[src/rtl/uart_cmd_ctrl.sv]
// Frames SYNC/OPC/DHI/DLO/CHK commands from a UART receiver, checks the
// modulo-256 checksum and inter-byte timeout, and holds accepted commands for a valid/ack consumer.
module uart_cmd_ctrl #(
    parameter logic [7:0] SYNC_BYTE   = 8'hA5,
    parameter int         TIMEOUT_CYC = 104160,
    parameter int         TO_W        = 17
) (
    input  logic        clk,
    input  logic        rst,
    input  logic [7:0]  rx_data,
    input  logic        rx_rdy,
    output logic        clr_rdy,
    output logic [7:0]  cmd_opc,
    output logic [15:0] cmd_data,
    output logic        cmd_vld,
    input  logic        cmd_ack,
    output logic        err,
    output logic [1:0]  err_code
);
    typedef enum logic [2:0] {S_HUNT, S_OPC, S_DHI, S_DLO, S_CHK} state_t;

    // Timeout fires on the cycle the counter would step to TIMEOUT_CYC-1.
    localparam logic [TO_W-1:0] TO_LAST = TO_W'(TIMEOUT_CYC - 2);

    state_t          r_state, w_state_nxt;
    logic [TO_W-1:0] r_to;
    logic [7:0]      r_sum, r_fopc, r_fdhi, r_fdlo;
    logic            r_clr_rdy, r_cmd_vld, r_err;
    logic [7:0]      r_cmd_opc;
    logic [15:0]     r_cmd_data;
    logic [1:0]      r_err_code, w_err_code_nxt;
    logic            w_acc, w_to_hit, w_err_set, w_commit;

    // clr_rdy masks acceptance so a still-high rdy is not consumed twice.
    assign w_acc    = rx_rdy & ~r_clr_rdy;
    assign w_to_hit = (r_state != S_HUNT) && !w_acc && (r_to == TO_LAST);

    always_comb begin
        w_state_nxt    = r_state;
        w_err_set      = 1'b0;
        w_err_code_nxt = r_err_code;
        w_commit       = 1'b0;
        if (w_to_hit) begin
            w_state_nxt    = S_HUNT;
            w_err_set      = 1'b1;
            w_err_code_nxt = 2'b10;
        end else if (w_acc) begin
            case (r_state)
                S_HUNT: if (rx_data == SYNC_BYTE) w_state_nxt = S_OPC;
                S_OPC:  w_state_nxt = S_DHI;
                S_DHI:  w_state_nxt = S_DLO;
                S_DLO:  w_state_nxt = S_CHK;
                S_CHK: begin
                    w_state_nxt = S_HUNT;
                    if (rx_data != r_sum) begin
                        w_err_set      = 1'b1;
                        w_err_code_nxt = 2'b01;
                    end else if (!r_cmd_vld || cmd_ack) begin
                        w_commit = 1'b1;
                    end else begin
                        w_err_set      = 1'b1;
                        w_err_code_nxt = 2'b11;
                    end
                end
                default: w_state_nxt = S_HUNT;
            endcase
        end
    end

    always_ff @(posedge clk or posedge rst) begin
        if (rst) begin
            r_state    <= S_HUNT;
            r_to       <= '0;
            r_clr_rdy  <= 1'b0;
            r_err      <= 1'b0;
            r_err_code <= 2'b00;
        end else begin
            r_state    <= w_state_nxt;
            r_clr_rdy  <= w_acc;
            r_err      <= w_err_set;
            r_err_code <= w_err_code_nxt;
            if (r_state == S_HUNT || w_acc || w_to_hit)
                r_to <= '0;
            else
                r_to <= r_to + TO_W'(1);
        end
    end

    always_ff @(posedge clk or posedge rst) begin
        if (rst) begin
            r_sum  <= 8'h00;
            r_fopc <= 8'h00;
            r_fdhi <= 8'h00;
            r_fdlo <= 8'h00;
        end else if (w_acc && !w_to_hit) begin
            case (r_state)
                S_HUNT: if (rx_data == SYNC_BYTE) r_sum <= 8'h00;
                S_OPC: begin
                    r_fopc <= rx_data;
                    r_sum  <= rx_data;
                end
                S_DHI: begin
                    r_fdhi <= rx_data;
                    r_sum  <= r_sum + rx_data;
                end
                S_DLO: begin
                    r_fdlo <= rx_data;
                    r_sum  <= r_sum + rx_data;
                end
                default: ;
            endcase
        end
    end

    // A commit wins over a coincident ack, so vld stays high with new data.
    always_ff @(posedge clk or posedge rst) begin
        if (rst) begin
            r_cmd_vld  <= 1'b0;
            r_cmd_opc  <= 8'h00;
            r_cmd_data <= 16'h0000;
        end else if (w_commit) begin
            r_cmd_vld  <= 1'b1;
            r_cmd_opc  <= r_fopc;
            r_cmd_data <= {r_fdhi, r_fdlo};
        end else if (cmd_ack && r_cmd_vld) begin
            r_cmd_vld  <= 1'b0;
        end
    end

    assign clr_rdy  = r_clr_rdy;
    assign cmd_opc  = r_cmd_opc;
    assign cmd_data = r_cmd_data;
    assign cmd_vld  = r_cmd_vld;
    assign err      = r_err;
    assign err_code = r_err_code;
endmodule

[config.mk]
export PLATFORM = sky130hd
export DESIGN_NAME = uart_cmd_ctrl
export DESIGN_NICKNAME = d
export VERILOG_FILES = /design/src/rtl/uart_cmd_ctrl.sv
export SDC_FILE = /design/constraint.sdc
export NUM_CORES = 1
export LEC_CHECK = 0
export ABC_AREA = 1
export ABC_CLOCK_PERIOD_IN_PS = 3900
export CORE_ASPECT_RATIO = 1.4
export CORE_MARGIN = 5
export CORE_UTILIZATION = 50
export CTS_CLUSTER_DIAMETER = 50
export DETAILED_ROUTE_END_ITERATION = 8
export GPL_TIMING_DRIVEN = 0
export PLACE_DENSITY_LB_ADDON = 0.05
export SLEW_MARGIN = 40
export SYNTH_ARGS = -nofsm -noshare
export SYNTH_HDL_FRONTEND = slang
export SYNTH_SLANG_ARGS = --single-unit
[constraint.sdc]
create_clock -name clk -period 3.9 [get_ports clk]
set_input_delay 0.585 -clock clk [delete_from_list [all_inputs] [get_ports clk]]
set_output_delay 0.585 -clock clk [all_outputs]
set_load 0.02 [all_outputs]
==> flow_summary.json <==
{
  "syn-num-nets": 522,
  "criticalPathCategory": "input port to flop",
  "netlist_area_um2": 3990,
  "crit_fanout": 10,
  "arrival_ns": 2.58,
  "rsz0062_at_grt": "no",
  "hold_viol": 0,
  "vdd_drop_max_v": 0.000348,
  "die_w_um": 85.5,
  "powerDensity_nw_per_um2": 536,
  "hpwl_um": 6750,
  "stdcell_count": 657,
  "tritoncts": "done",
  "setup_slack_ns": 1.57,
  "ys_types": 30,
  "fin_skew_ns": 0.00543,
  "routedWlPerCell_um": 13.5,
  "synthFlopType": "dfrtp_1",
  "vias_per_cell": 5.02,
  "synthCells": 500,
  "syn_to_final_growth_pct": 19.1,
  "top_level_ports": 41,
  "yosysMostFrequentCell": "nand2_1",
  "port-buffer-count": 40,
  "clock-sinks": 81,
  "first_global_vias": 3311,
  "async_flop_share_pct": 100,
  "yosysSeqAreaShare_pct": 50.8,
  "insertion_delay_ns": 0.36,
  "dr.first_iter.drc_count": 201,
  "drive_gt1_share_pct": 5.92,
  "clockRootBuffer": "clkbuf_8",
  "place_inst": 641,
  "drtAntennaViolNets": 0,
  "cts_resized": 0,
  "core_um2": 7800,
  "cp_data_required_time_ns": 4.15,
  "tightest_slew_ns": 0.684,
  "place_area_um2": 4550,
  "report.final.slew_viol_count": 0,
  "end_kind": "flop",
  "timing.final.crit_share_pct": 59.7,
  "pre_cts_ws_ns": 1.19,
  "overflow": 0,
  "cts_inserted_buffers": 9,
  "slew_headroom_pct": 54.1,
  "clkTransAtPathRegs_ns": 0.08,
  "num_rows": 38,
  "grt_pass1_wl_um": 15300,
  "die_area_um2": 9900,
  "outcome": "completed",
  "synth_warnings": 0,
  "gp_congestion": 0.911,
  "leakagePower_uw": 0.00240,
  "drv_cap": 0,
  "synth_top_area_share_pct": 50.8,
  "firstDrtPassIters": 4,
  "fin_hold_ws_ns": 0.473,
  "synth_area_leaders": "dfrtp_1 51%, nand2_1 16%, nand3_1 6.5%",
  "synth_edf_count": 0,
  "drcViolationCount": 0,
  "antenna_found_initial": 0,
  "grt_max_degree": 58,
  "dieHeight_um": 116,
  "gr-usage-all-layers_pct": 19.8,
  "post_synth.cell_area_avg_um2": 7.99,
  "final_nets": 574,
  "final_area_um2": 4760,
  "clockBufferDepth": 2,
  "wirelength_um": 8890,
  "post-cts-setup-buffers": 0,
  "start_util_pct": 51.2,
  "yosys.area.top_type": "dfrtp_1",
  "min_path_type": "flop to flop",
  "ctsHoldBuffers": 0,
  "max_freq_ghz": 0.430,
  "fin_util_pct": 61.0,
  "via_count": 3301,
  "synth_seq_cells": 81,
  "fin_crit_ns": 2.33,
  "synthTopCellsByCount": "165 x nand2_1, 81 x dfrtp_1, 57 x inv_1",
  "setup_viol": 0,
  "cts_max_level": 3,
  "antennaDiodeCount": 0,
  "critPathLaunchType": "input port"
}
[per-stage QoR]
stage	setup TNS [ns]	total power [uW]
2_1_floorplan	0	1720
3_3_place_gp	-5.10	1900
3_5_place_dp	0	1930
4_1_cts	0	2580
5_1_grt	0	2770
6_report	0	2550
[layout by cell type, fill, tap and decap left out, drive strengths merged, types with 2 or more instances in the layout]
master / n
clkinv: 2
clkdlybuf4s50: 40
o21ai: 31
nor3b: 3
clkbuf: 15
dfrtp: 81
ha: 9
nor2: 43
nand4: 8
nand3: 52
nor3: 13
xor2: 6
inv: 58
buf: 10
nand2: 167
a21boi: 2
a21oi: 7
[report_power, final]
part | switching [uW] | total (uW) | internal (uW)
clock | 307 | 638 | 331
combinational | 490 | 777 | 287
sequential | 112 | 1140 | 1020
[state kept, by name (all words and copies together) (netlist names), 3 cells and up]
signal,count
r_state,3
r_to,17
r_fdlo,8
cmd_opc,8
r_sum,8
cmd_data,16
r_fdhi,8
r_fopc,8
[critical path: stages]
cell and delay (ns):
clkdlybuf4s50_1 0.48, ha_1 0.40, nor2_1 0.12, nand2_1 0.06, nor2_1 0.13, nand3_1 0.13, inv_1 0.25, nand2_4 0.14
buf_6 0.19, nand2_1 0.06, nand2_1 0.04
[cell type report]
| class | instances | area (um2) |
|---|---|---|
| Fill cell | 722 | 3040 |
| Sequential cell | 81 | 2030 |
| Multi-Input combinational cell | 349 | 1660 |
| Timing Repair Buffer | 41 | 428 |
| Inverter | 58 | 223 |
| Clock buffer | 12 | 155 |
| Tap cell | 100 | 125 |
| Buffer | 12 | 91.3 |
| Clock inverter | 4 | 51.3 |
[worst paths after layout]
kind	startpoint	end	slack, ns	depth (start not counted)
min in group asynchronous	rst	cmd_data[14]	0.54	2
hold reg to reg	cmd_data[9]	cmd_data[9]	0.47	2
hold / removal	cmd_data[9]	cmd_data[9]	0.47	2
setup reg to reg	r_sum[4]	cmd_opc[0]	1.88	10
max in group asynchronous	rst	r_to[8]	2.83	3
setup / recovery	rx_data[5]	cmd_opc[0]	1.57	11
[layer usage]
metal,part of all wire [%],wire length (um),vias up,global-route usage [%]
met4,2.8,252,0,9.19
met2,53,4700,56,36.4
met3,3.3,289,21,4.05
met1,41,3640,1530,21.7
li1,-,-,1694,-
met5,0,0,-,0
[cell families (layout without fill, tap and decap cells)]
logic type      after synthesis  after routing  share of synthesized area, %
compound gates               43             43                          5.67
buf+inv                      70            127                          7.74
flops                        81             81                          50.8
xor+xnor                      7              7                          1.54
fa+ha+maj                    10             10                          3.32
simple gates                289            289                          31.0
(Power assumes the default switching activity.)
